### src/rtl/memory_arbiter_if.sv
// -----------------------------------------------------------------------------
// memory_arbiter_if
//   Groups the dcache, icache and RAM handshake/bus signals of the memory
//   arbiter into one bundle.
//   slave  : the arbiter's view (receives cache requests and ram_ack/ramload,
//            drives the waits, loads and RAM strobes).
//   master : the environment's view (caches plus RAM model).
// Signals
//   dREN/dWEN/daddr/dstore  dcache request, address and write data
//   dwait/dload             dcache completion (active-low wait) and read data
//   iREN/iaddr              icache read request and address
//   iwait/iload             icache completion (active-low wait) and read data
//   ramREN/ramWEN           RAM read/write strobes
//   ramaddr/ramstore        RAM address and write data
//   ramload/ram_ack         RAM read data and access-complete flag
// -----------------------------------------------------------------------------
interface memory_arbiter_if;
   logic        dREN;
   logic        dWEN;
   logic [31:0] daddr;
   logic [31:0] dstore;
   logic        dwait;
   logic [31:0] dload;
   logic        iREN;
   logic [31:0] iaddr;
   logic        iwait;
   logic [31:0] iload;
   logic        ramREN;
   logic        ramWEN;
   logic [31:0] ramaddr;
   logic [31:0] ramstore;
   logic [31:0] ramload;
   logic        ram_ack;

   modport slave (
      input  dREN, dWEN, daddr, dstore, iREN, iaddr, ramload, ram_ack,
      output dwait, dload, iwait, iload, ramREN, ramWEN, ramaddr, ramstore
   );

   modport master (
      output dREN, dWEN, daddr, dstore, iREN, iaddr, ramload, ram_ack,
      input  dwait, dload, iwait, iload, ramREN, ramWEN, ramaddr, ramstore
   );
endinterface

### src/rtl/memory_arbiter.sv
// -----------------------------------------------------------------------------
// memory_arbiter
//   Responder end of the cache-control protocol. Serialises dcache (read or
//   write) and icache (read) word requests onto a single-ported RAM. Each
//   access costs one IDLE arbitration cycle followed by a grant state that
//   lasts until the RAM acks (or the requester withdraws).
//   The dcache has priority, but after STARVE_LIMIT consecutive dcache grants
//   taken while the icache was waiting, the icache is forced in.
// Parameters
//   STARVE_LIMIT  consecutive dcache grants tolerated while iREN is pending
//   CNT_W         access counter width (only with ACCESS_COUNTER_EN)
// Ports
//   CLK           clock, all state on posedge
//   nRST          synchronous active-low reset
//   bus           memory_arbiter_if.slave (cache and RAM handshakes)
//   d_reads/d_writes/i_reads  completed-access counters (ACCESS_COUNTER_EN)
// Configuration macro
//   ACCESS_COUNTER_EN  when defined, adds the completed-access counters.
// -----------------------------------------------------------------------------
module memory_arbiter #(
   parameter int unsigned STARVE_LIMIT = 4
`ifdef ACCESS_COUNTER_EN
   ,
   parameter int unsigned CNT_W = 32
`endif
) (
   input  logic                  CLK,
   input  logic                  nRST,
   memory_arbiter_if.slave       bus
`ifdef ACCESS_COUNTER_EN
   ,
   output logic [CNT_W-1:0]      d_reads,
   output logic [CNT_W-1:0]      d_writes,
   output logic [CNT_W-1:0]      i_reads
`endif
);

   localparam int unsigned STREAK_W = $clog2(STARVE_LIMIT + 1);
   localparam logic [STREAK_W-1:0] STREAK_MAX = STREAK_W'(STARVE_LIMIT);

   typedef enum logic [1:0] {
      IDLE  = 2'd0,
      D_GNT = 2'd1,
      I_GNT = 2'd2
   } state_t;

   state_t              state_q, state_d;
   logic [STREAK_W-1:0] streak_q, streak_d;
   logic                d_req_s;

   assign d_req_s = bus.dREN | bus.dWEN;

   // State and grant-streak registers
   always_ff @(posedge CLK) begin
      if (!nRST) begin
         state_q  <= IDLE;
         streak_q <= {STREAK_W{1'b0}};
      end else begin
         state_q  <= state_d;
         streak_q <= streak_d;
      end
   end

   // Arbitration, grant outputs and completion handling
   always_comb begin
      state_d      = state_q;
      streak_d     = streak_q;
      bus.dwait    = 1'b1;
      bus.iwait    = 1'b1;
      bus.dload    = 32'h0000_0000;
      bus.iload    = 32'h0000_0000;
      bus.ramREN   = 1'b0;
      bus.ramWEN   = 1'b0;
      bus.ramaddr  = 32'h0000_0000;
      bus.ramstore = 32'h0000_0000;

      case (state_q)
         IDLE: begin
            if (d_req_s && bus.iREN && (streak_q == STREAK_MAX)) begin
               // icache has waited out STARVE_LIMIT dcache grants
               state_d  = I_GNT;
               streak_d = {STREAK_W{1'b0}};
            end else if (d_req_s) begin
               state_d = D_GNT;
               if (!bus.iREN) begin
                  streak_d = {STREAK_W{1'b0}};
               end else if (streak_q != STREAK_MAX) begin
                  streak_d = streak_q + STREAK_W'(1);
               end else begin
                  streak_d = streak_q;
               end
            end else if (bus.iREN) begin
               state_d  = I_GNT;
               streak_d = {STREAK_W{1'b0}};
            end else begin
               state_d  = IDLE;
               streak_d = {STREAK_W{1'b0}};
            end
         end

         D_GNT: begin
            if (!d_req_s) begin
               // Requester withdrew: strobes stay low, no completion
               state_d = IDLE;
            end else begin
               // Live dcache inputs are followed through the whole grant
               bus.ramaddr  = bus.daddr;
               bus.ramstore = bus.dstore;
               bus.ramWEN   = bus.dWEN;
               bus.ramREN   = bus.dREN & ~bus.dWEN;
               if (bus.ram_ack) begin
                  bus.dwait = 1'b0;
                  bus.dload = bus.ramload;
                  state_d   = IDLE;
               end else begin
                  state_d   = D_GNT;
               end
            end
         end

         I_GNT: begin
            if (!bus.iREN) begin
               state_d = IDLE;
            end else begin
               bus.ramaddr = bus.iaddr;
               bus.ramREN  = 1'b1;
               if (bus.ram_ack) begin
                  bus.iwait = 1'b0;
                  bus.iload = bus.ramload;
                  state_d   = IDLE;
               end else begin
                  state_d   = I_GNT;
               end
            end
         end

         default: begin
            state_d  = IDLE;
            streak_d = {STREAK_W{1'b0}};
         end
      endcase
   end

`ifdef ACCESS_COUNTER_EN
   logic [CNT_W-1:0] d_reads_q,  d_reads_d;
   logic [CNT_W-1:0] d_writes_q, d_writes_d;
   logic [CNT_W-1:0] i_reads_q,  i_reads_d;
   logic             d_done_s, i_done_s;

   // A completion is an ack while the granted requester is still asking
   assign d_done_s = (state_q == D_GNT) && d_req_s && bus.ram_ack;
   assign i_done_s = (state_q == I_GNT) && bus.iREN && bus.ram_ack;

   // Counter next-state; a dcache access with both lines set counts as a write
   always_comb begin
      d_reads_d  = d_reads_q;
      d_writes_d = d_writes_q;
      i_reads_d  = i_reads_q;
      if (d_done_s && bus.dWEN) begin
         d_writes_d = d_writes_q + CNT_W'(1);
      end else if (d_done_s) begin
         d_reads_d  = d_reads_q + CNT_W'(1);
      end else begin
         d_reads_d  = d_reads_q;
      end
      if (i_done_s) begin
         i_reads_d = i_reads_q + CNT_W'(1);
      end else begin
         i_reads_d = i_reads_q;
      end
   end

   // Access counter registers
   always_ff @(posedge CLK) begin
      if (!nRST) begin
         d_reads_q  <= {CNT_W{1'b0}};
         d_writes_q <= {CNT_W{1'b0}};
         i_reads_q  <= {CNT_W{1'b0}};
      end else begin
         d_reads_q  <= d_reads_d;
         d_writes_q <= d_writes_d;
         i_reads_q  <= i_reads_d;
      end
   end

   assign d_reads  = d_reads_q;
   assign d_writes = d_writes_q;
   assign i_reads  = i_reads_q;
`endif

endmodule
### src/flat_wrapper.sv
// flat-port wrapper written by rule: the top's interface ports become plain ports
module memory_arbiter_flat 
#(
   parameter int unsigned STARVE_LIMIT = 4

)
  (CLK, nRST, bus_dREN, bus_dWEN, bus_daddr, bus_dstore, bus_iREN, bus_iaddr, bus_ramload, bus_ram_ack, bus_dwait, bus_dload, bus_iwait, bus_iload, bus_ramREN, bus_ramWEN, bus_ramaddr, bus_ramstore);
  memory_arbiter_if bus_i ();
  input  logic CLK;
  input  logic nRST;
  input wire logic [$bits(bus_i.dREN)-1:0] bus_dREN;
  input wire logic [$bits(bus_i.dWEN)-1:0] bus_dWEN;
  input wire logic [$bits(bus_i.daddr)-1:0] bus_daddr;
  input wire logic [$bits(bus_i.dstore)-1:0] bus_dstore;
  input wire logic [$bits(bus_i.iREN)-1:0] bus_iREN;
  input wire logic [$bits(bus_i.iaddr)-1:0] bus_iaddr;
  input wire logic [$bits(bus_i.ramload)-1:0] bus_ramload;
  input wire logic [$bits(bus_i.ram_ack)-1:0] bus_ram_ack;
  output wire logic [$bits(bus_i.dwait)-1:0] bus_dwait;
  output wire logic [$bits(bus_i.dload)-1:0] bus_dload;
  output wire logic [$bits(bus_i.iwait)-1:0] bus_iwait;
  output wire logic [$bits(bus_i.iload)-1:0] bus_iload;
  output wire logic [$bits(bus_i.ramREN)-1:0] bus_ramREN;
  output wire logic [$bits(bus_i.ramWEN)-1:0] bus_ramWEN;
  output wire logic [$bits(bus_i.ramaddr)-1:0] bus_ramaddr;
  output wire logic [$bits(bus_i.ramstore)-1:0] bus_ramstore;
  assign bus_i.dREN = bus_dREN;
  assign bus_i.dWEN = bus_dWEN;
  assign bus_i.daddr = bus_daddr;
  assign bus_i.dstore = bus_dstore;
  assign bus_i.iREN = bus_iREN;
  assign bus_i.iaddr = bus_iaddr;
  assign bus_i.ramload = bus_ramload;
  assign bus_i.ram_ack = bus_ram_ack;
  assign bus_dwait = bus_i.dwait;
  assign bus_dload = bus_i.dload;
  assign bus_iwait = bus_i.iwait;
  assign bus_iload = bus_i.iload;
  assign bus_ramREN = bus_i.ramREN;
  assign bus_ramWEN = bus_i.ramWEN;
  assign bus_ramaddr = bus_i.ramaddr;
  assign bus_ramstore = bus_i.ramstore;
  memory_arbiter #(.STARVE_LIMIT(STARVE_LIMIT)) u_core (.CLK(CLK), .nRST(nRST), .bus(bus_i));
endmodule
### config.mk
export PLATFORM = sky130hd
export DESIGN_NAME = memory_arbiter_flat
export DESIGN_NICKNAME = d
export VERILOG_FILES = /design/src/rtl/memory_arbiter_if.sv /design/src/rtl/memory_arbiter.sv /design/src/flat_wrapper.sv
export SDC_FILE = /design/constraint.sdc
export NUM_CORES = 1
export LEC_CHECK = 0
export CAP_MARGIN = 10
export CORE_AREA = 2 2 103 105
export DETAILED_ROUTE_END_ITERATION = 16
export DIE_AREA = 0 0 105 107
export PLACE_DENSITY = 0.67
export SETUP_SLACK_MARGIN = 0.15
export SYNTH_ARGS = -nofsm -noshare
export SYNTH_HDL_FRONTEND = slang
export SYNTH_SLANG_ARGS = --single-unit
### constraint.sdc
create_clock -name CLK -period 3.6 [get_ports CLK]
set_clock_uncertainty 0.05 [all_clocks]
set_input_delay 0.72 -clock CLK [delete_from_list [all_inputs] [get_ports CLK]]
set_output_delay 0.72 -clock CLK [all_outputs]
set_load 0.05 [all_outputs]
Word level (Yosys, flattened, before mapping)
Cells that the tools add are included.
- add/sub/neg operators: 1
- $mul: 0
- divide/modulo/power cells: 0
- $lt $le $gt $ge: 0
- eq/ne operators: 5
- shift-type cells: 0
- mux-type cells: 33
- bitwise operators: 4
- reductions and logical operators: 5
- operators with widths (cell ; count):
    two-way mux 32 bit ; 9
    case mux 32 bit (2 select lines) ; 1
    two-way mux 2 bit ; 6
    two-way mux 3 bit ; 4
    two-way mux 1 bit ; 10
    case mux 2 bit (3 select lines) ; 1
    case mux 3 bit (2 select lines) ; 1
    inequality test 5 bit (second input constant) ; 1
    adder 3 x 1 -> 3 bit (second input constant) ; 1
    equality test 3 bit (second input constant) ; 1
    inequality test 3 bit (second input constant) ; 1
    equality test 2 x 1 -> 1 bit (second input constant) ; 1
    equality test 2 bit (second input constant) ; 1
    logical AND 1 bit ; 2
    zero test 2 bit ; 1
    NOT 1 bit ; 2
    case mux 1 bit (2 select lines) ; 1
    AND reduction 2 bit ; 1
    OR reduction 2 bit ; 1
    bitwise AND 1 bit ; 1
    bitwise OR 1 bit ; 1
- register bits: 5
- latch bits: 0
- bits in writable memories: 0
- bits in read-only memories: 0
- input bits: 134
- output and inout bits: 132
- word-level logic and storage cells: 50
- memories: 0

Longest topological paths before layout
Gate-level depths: netlist of the first run.
- word-level depth: 6
- mapped depth: 7
- depth with buffers taken out: 5

Worst setup path before layout of the first run
OpenSTA, ideal clock, no wires.
- path type: input to output
- start: in bus_iREN
- end: out bus_ramaddr[10]
- data arrival time: 1.896 ns
- required time: 2.830 ns
- path slack: 0.934 ns
- cell stages on the path: 5
- path buffers: 2
- cell sequence: and2_1 -> buf_2 -> buf_2 -> a22oi_1 -> nor2b_1
- word-level cells in the longest chain between the ends: 2
- RTL lines (element ; line ; source):
    start: declaration ; flat_wrapper.sv:15 ; input wire logic [$bits(bus_i.iREN)-1:0] bus_iREN;
    two-way mux 32 bit ; memory_arbiter.sv:122 ; if (!bus.iREN) begin
    case mux 32 bit (2 select lines) ; memory_arbiter.sv:77 ; case (state_q)
    end: declaration ; flat_wrapper.sv:25 ; output wire logic [$bits(bus_i.ramaddr)-1:0] bus_ramaddr;
Every way passes these cells.

Worst setup path after layout of the first run
- start: in bus_dWEN
- end: out bus_ramaddr[11]
- word-level cells in the longest chain between the ends: 3
- RTL lines (element ; line ; source):
    start: declaration ; flat_wrapper.sv:12 ; input wire logic [$bits(bus_i.dWEN)-1:0] bus_dWEN;
    bitwise OR 1 bit ; memory_arbiter.sv:51 ; assign d_req_s = bus.dREN | bus.dWEN;
    two-way mux 32 bit ; memory_arbiter.sv:102 ; if (!d_req_s) begin
    case mux 32 bit (2 select lines) ; memory_arbiter.sv:77 ;
Every way passes these cells.

==> flow_metrics.py, run 1 <==
metrics = {
    "synth": {
        "ys_seq_elements": 5,
        "synthesis.area_um2": 1720,
        "syn-mean-instance-area_um2": 7.36,
        "ys_seq_area_share_pct": 5.81,
        "syn_nets": 374,
        "ys_types": 30,
        "synth_cells": 234,
        "yosys_warnings": 0,
    },
    "pwr": {
        "power_per_cell_area_nw_per_um2": 148,
        "p_leak_nw": 2.39,
        "p_total_uw": 843,
        "ir_drop_v": 0.000183,
    },
    "detailed_routing": {
        "vias": 2730,
        "drc": 0,
        "wl_per_cell_um": 18.9,
        "postRouteAntennaNets": 0,
        "drtIter0Drc": 132,
        "firstDrtPassIters": 4,
        "routed_via_density": 4.44,
        "wirelength_mm": 11.6,
    },
    "flow_run": {
        "drv_cap": 0,
    },
    "setup_path": {
        "path_class": "input pin to output port",
        "ff2ff_setup_slack_ns": 1.96,
        "timing.rr.start": "u_core.state_q[1]$_SDFF_PN0_",
        "cp.required_ns": 2.83,
        "cpMaxStageDelayCell": "clkdlybuf4s50_1",
        "timing.critical_path.mode_cell": "buf_12",
        "slowest_delay_ns": 0.59,
        "startpoint": "bus_dWEN",
        "critical_path.top_delay_family": "buffers and inverters",
        "start_kind": "input pin",
        "critical_path_buf_inv_count": 3,
        "end_kind": "output port",
        "crit_fanout": 87,
        "cp.arrival_ns": 2.46,
        "crit_chain": "clkdlybuf4s50_1 -> o21a_2 -> buf_12 -> a22oi_1 -> nor2b_1 -> buf_12",
    },
    "worst_hold_path": {
        "worstHoldPathType": "flip-flop to flip-flop",
        "holdCritStartpoint": "u_core.streak_q[1]$_SDFFE_PN0P_",
    },
    "clock_network": {
        "worst_skew_pair.late_latency_ns": 0.22,
        "post_cts_buffers": 0,
        "clkTransAtPathRegs_ns": 0.04,
        "htreeDepth": 1,
        "cts_root_buffer": "clkbuf_8",
        "cts.repair.resized": 0,
        "cts_tree": "built",
        "clock-sinks": 5,
        "cts_hold_buffers": 0,
        "clockBufferDepth": 2,
        "cts_buffers": 3,
    },
    "floorplanning": {
        "ios": 266,
        "dieArea_um2": 11200,
        "die_h_um": 107,
        "die_x_um": 105,
        "num_rows": 37,
        "start_util_pct": 17.1,
        "core-area_um2": 10100,
    },
    "sta": {
        "drv_slew": 0,
        "period_share_pct": 89.8,
        "rsz0062_at_grt": "false",
        "slew-limit-headroom_pct": 66.2,
        "hold_viol": 0,
        "tightest_slew_ns": 0.505,
        "finalSetupViolCount": 0,
        "fin_setup_tns_ns": 0,
        "fmax_mhz": 309,
        "period_needed_ns": 3.23,
    },
    "finish": {
        "layout-drive-gt1-share_pct": 35.7,
        "n_antenna_cell": 0,
        "nNetsFinal": 620,
        "areaGrowthSynthToFinish_pct": 230,
    },
    "global_routing": {
        "grt_start_max_net_pins": 88,
        "grtUsageMet2_pct": 37.4,
        "first_global_vias": 2761,
        "grt.total_usage_pct": 19.3,
        "grt-busiest-layer": "met2",
        "grt_use_met3_pct": 5.29,
        "grt_pass1_wl_mm": 16.9,
        "gr-usage-met1_pct": 20.9,
        "antenna_found_initial": 0,
        "grt_overflow_total": 0,
    },
    "placed_design": {
        "gp_congestion": 0.806,
        "port_buffers": 265,
        "dp_hpwl_mm": 9.70,
    },
    "run_status": {
        "status": "completed",
    },
}
[cells in the mapped netlist]
cell type | n | area share [%]
nand2_1 | 6 | 1.3
nor4b_1 | 1 | 0.51
nor2b_1 | 33 | 12
nor2_1 | 2 | 0.44
dfxtp_1 | 5 | 5.8
buf_4 | 2 | 0.87
clkbuf_1 | 11 | 2.4
nor3b_1 | 3 | 1.3
clkbuf_8 | 2 | 1.6
a22oi_1 | 34 | 15
o21a_1 | 2 | 0.87
and3_1 | 64 | 23
and2_1 | 4 | 1.5
buf_12 | 1 | 1.2
o21ai_0 | 1 | 0.29
clkbuf_2 | 3 | 0.87
buf_8 | 3 | 2.6
o211a_1 | 1 | 0.58
nand4b_1 | 1 | 0.51
ha_1 | 6 | 4.4
nand3_1 | 1 | 0.29
a32oi_1 | 1 | 0.51
a21boi_0 | 2 | 0.87
and2_4 | 29 | 15
buf_2 | 3 | 0.87
inv_1 | 5 | 1.1
and2_2 | 1 | 0.44
a211oi_1 | 1 | 0.44
buf_6 | 5 | 3.3
o2bb2ai_1 | 1 | 0.51
[cell type report]
cell class | instances | area [um2]
clock buffers | 4 | 45.0
fillers | 875 | 4400
inverters | 5 | 18.8
multi-input cells | 194 | 1370
flip-flops and latches | 5 | 100
well taps | 136 | 170
repair buffers | 271 | 3990
[routing by layer]
metal | routed length [um] | up-vias
met4 | 163 | 0
met3 | 891 | 11
li1 | - | 1317
met1 | 4300 | 1281
met2 | 6280 | 121
met5 | 0 | -
[sequential cells by signal (all words and copies together) (netlist names)]
register,cells
u_core.streak_q,3
u_core.state_q,2
[stage by stage]
stage	instance area (um2)	worst slack [ns]	hold slack [ns]	instances	util, %
2_1_floorplan	1720	0.934	0.419	234	-
3_3_place_gp	5650	0.499	0.434	611	56.0
3_5_place_dp	5650	0.385	0.442	611	56.0
4_1_cts	5690	0.378	0.447	615	56.4
5_1_grt	5690	0.290	0.482	615	56.4
6_report	5690	0.366	0.444	615	56.4
[cell families (layout without fill, tap and decap cells)]
group | Yosys count | count (layout) | share of synthesized area [%]
and+or+nand+nor | 145 | 145 | 56.2
AOI/OAI and AO/OA | 43 | 43 | 18.9
buffers and inverters | 35 | 280 | 14.7
adders and majority gates | 6 | 6 | 4.36
DFF | 5 | 5 | 5.81
[report_power, final]
part / switching, mW / internal, mW / leakage, nW / total [mW]
Sequential: 0.00219 / 0.0582 / 0.0408 / 0.0604
Clock: 0.0284 / 0.0761 / 0.0228 / 0.104
Combinational: 0.317 / 0.361 / 2.33 / 0.678
Total: 0.347 / 0.495 / 2.39 / 0.843
[worst paths after layout]
path | end | cells past startpoint
min | u_core.streak_q[1]$_SDFFE_PN0P_ | 2
max reg2reg | u_core.streak_q[2]$_SDFFE_PN0P_ | 6
min reg2reg | u_core.streak_q[1]$_SDFFE_PN0P_ | 2
max | bus_ramaddr[11] | 6
[worst min-delay path: cells and delay by family, from the launching register on]
kind	cells	cell delay, ns
compound gates	1	0.07
flops	1	0.31
simple gates	1	0.06
[cell usage in the layout, fill, tap and decap left out, drive strengths merged, types with 2 or more instances in the layout]
master	synthesis	final
nor3b	3	3
nor2	2	2
nand2	6	6
buf	14	136
a22oi	34	34
dfxtp	5	5
clkdlybuf4s50	0	135
and2	34	34
a21boi	2	2
o21a	2	2
nor2b	33	33
clkbuf	16	4
inv	5	5
ha	6	6
and3	64	64
No activity file was read; power rests on OpenSTA's default activity.
==> inputs of run 2 (changes only) <==
--- a/constraint.sdc
+++ b/constraint.sdc
@@ -3,3 +3,3 @@
 set_input_delay 0.72 -clock CLK [delete_from_list [all_inputs] [get_ports CLK]]
 set_output_delay 0.72 -clock CLK [all_outputs]
-set_load 0.05 [all_outputs]
+set_load 0.1 [all_outputs]
==> flow_metrics.py, run 2 (synthesis gave the netlist of run 1 again) <==
metrics = {
    "run_status": {
        "status": "completed",
    },
    "finish": {
        "reg_top3": "u_core.streak_q: 3 flops, u_core.state_q: 2 flops",
        "largest_reg_flops": 3,
        "areaGrowthSynthToFinish_pct": 232,
        "final_common_cell": "clkdlybuf4s50_1",
        "largest_register": "u_core.streak_q",
        "nFillCells": 875,
        "postLayoutCoreUtil_pct": 56.6,
        "layout-drive-gt1-share_pct": 36.0,
        "n_antenna_cell": 0,
        "regArea_um2": 100,
        "final_cells": 614,
        "final_cell_mix": "clkdlybuf4s50_1, buf_12, and3_1",
        "nNetsFinal": 619,
        "multiInputGateArea_um2": 1370,
    },
    "setup_path": {
        "reg2regPathDepth": 6,
        "end_kind": "output port",
        "path_class": "input pin to output port",
        "timing.rr.start": "u_core.state_q[0]$_SDFF_PN0_",
        "cpMaxStageDelayCell": "clkdlybuf4s50_1",
        "cp.arrival_ns": 2.48,
        "timing.critical_path.mode_cell": "buf_12",
        "crit_chain": "clkdlybuf4s50_1 -> o21a_2 -> buf_12 -> a22oi_1 -> nor2b_1 -> buf_12",
        "crit_fanout": 87,
        "slowest_delay_ns": 0.57,
        "ff2ff_setup_slack_ns": 1.97,
        "r2r-end": "u_core.streak_q[2]$_SDFFE_PN0P_",
        "start_kind": "input pin",
        "cp.required_ns": 2.83,
    },
    "sta": {
        "slew-limit-headroom_pct": 68.9,
        "tightest_slew_ns": 0.466,
        "period_needed_ns": 3.25,
        "drv_slew": 0,
        "rsz0062_at_grt": "false",
        "finalSetupViolCount": 0,
        "whs_ns": 0.475,
        "period_share_pct": 90.2,
        "fmax_mhz": 308,
        "hold_viol": 0,
        "fin_setup_tns_ns": 0,
    },
    "clock_network": {
        "worst_skew_pair.late_latency_ns": 0.23,
        "clkTransAtPathRegs_ns": 0.03,
        "post_cts_buffers": 0,
        "clockBufferDepth": 2,
        "clock-sinks": 5,
        "cts_buffers": 3,
        "htreeDepth": 1,
        "cts_tree": "built",
        "cts_root_buffer": "clkbuf_8",
        "cts.repair.resized": 0,
        "cts_hold_buffers": 0,
    },
    "global_routing": {
        "grt_overflow_total": 0,
        "first_global_vias": 2737,
        "grt_pass1_wl_mm": 17.0,
        "grt_start_max_net_pins": 88,
        "grt.total_usage_pct": 19.4,
        "antenna_found_initial": 0,
    },
    "floorplanning": {
        "start_util_pct": 17.1,
        "dieArea_um2": 11200,
        "num_rows": 37,
        "die_x_um": 105,
        "core-area_um2": 10100,
        "ios": 266,
        "die_h_um": 107,
    },
    "placed_design": {
        "port_buffers": 265,
        "gp_congestion": 0.806,
        "placed_cells": 610,
        "dp_hpwl_mm": 9.57,
    },
    "pwr": {
        "p_leak_nw": 2.40,
        "p_total_mw": 1.02,
        "ir_drop_v": 0.000222,
        "power_per_cell_area_nw_per_um2": 179,
    },
    "detailed_routing": {
        "postRouteAntennaNets": 0,
        "wirelength_mm": 11.6,
        "vias": 2716,
        "wl_per_cell_um": 18.9,
        "drtIter0Drc": 186,
        "drc": 0,
        "routed_via_density": 4.42,
        "firstDrtPassIters": 6,
    },
    "worst_hold_path": {
        "holdCritStartpoint": "u_core.streak_q[1]$_SDFFE_PN0P_",
        "worstHoldPathType": "flip-flop to flip-flop",
        "min_to": "u_core.streak_q[1]$_SDFFE_PN0P_",
        "hold-path-cell-count": 2,
    },
    "flow_run": {
        "drv_cap": 0,
    },
}
-- run 2: through the flow --
step                      cell area (um2)  setup WS (ns)
after global placement               5670          0.462
after detailed placement             5670          0.401
after floorplan                      1720          0.289
after global routing                 5720          0.284
final                                5720          0.352
after CTS                            5720          0.396
-- run 2: cell type report --
cell class / instances / share of cell area (%)
inverter: 5 / 0.328
timing repair buffer: 270 / 70.2
sequential: 5 / 1.75
multi-input combinational: 194 / 24.0
clock buffer: 4 / 0.788
tap: 136 / 2.98
-- run 2: routing by layer --
metal	share of wire [%]	track usage [%]	vias to the layer above
met5	0	0	-
met4	1.4	4.38	0
met3	5.8	4.01	11
met2	55	37.6	113
met1	38	21.5	1281
li1	-	-	1311
-- run 2: power by group --
part | switching (mW) | leakage [nW] | internal, mW
registers | 0.00222 | 0.0408 | 0.0583
logic | 0.491 | 2.34 | 0.365
clock network | 0.0319 | 0.0228 | 0.0763
-- run 2: how the worst max path moves through the flow --
stage | cells after the start | startpoint | slack, ns | end
finish | 6 | bus_dWEN | 0.35 | bus_ramaddr[18]
global placement | 6 | bus_dWEN | 0.46 | bus_ramaddr[14]
detailed placement | 6 | bus_dWEN | 0.40 | bus_ramaddr[18]
CTS | 6 | bus_dWEN | 0.40 | bus_ramaddr[18]
floorplan | 5 | bus_iREN | 0.29 | bus_ramaddr[10]
global route | 6 | bus_dWEN | 0.28 | bus_ramaddr[18]
-- run 2: critical path, delay by kind of cell --
family	cells	cell delay, ns
buf+inv	3	1.08
compound gates	2	0.37
simple gates	1	0.25
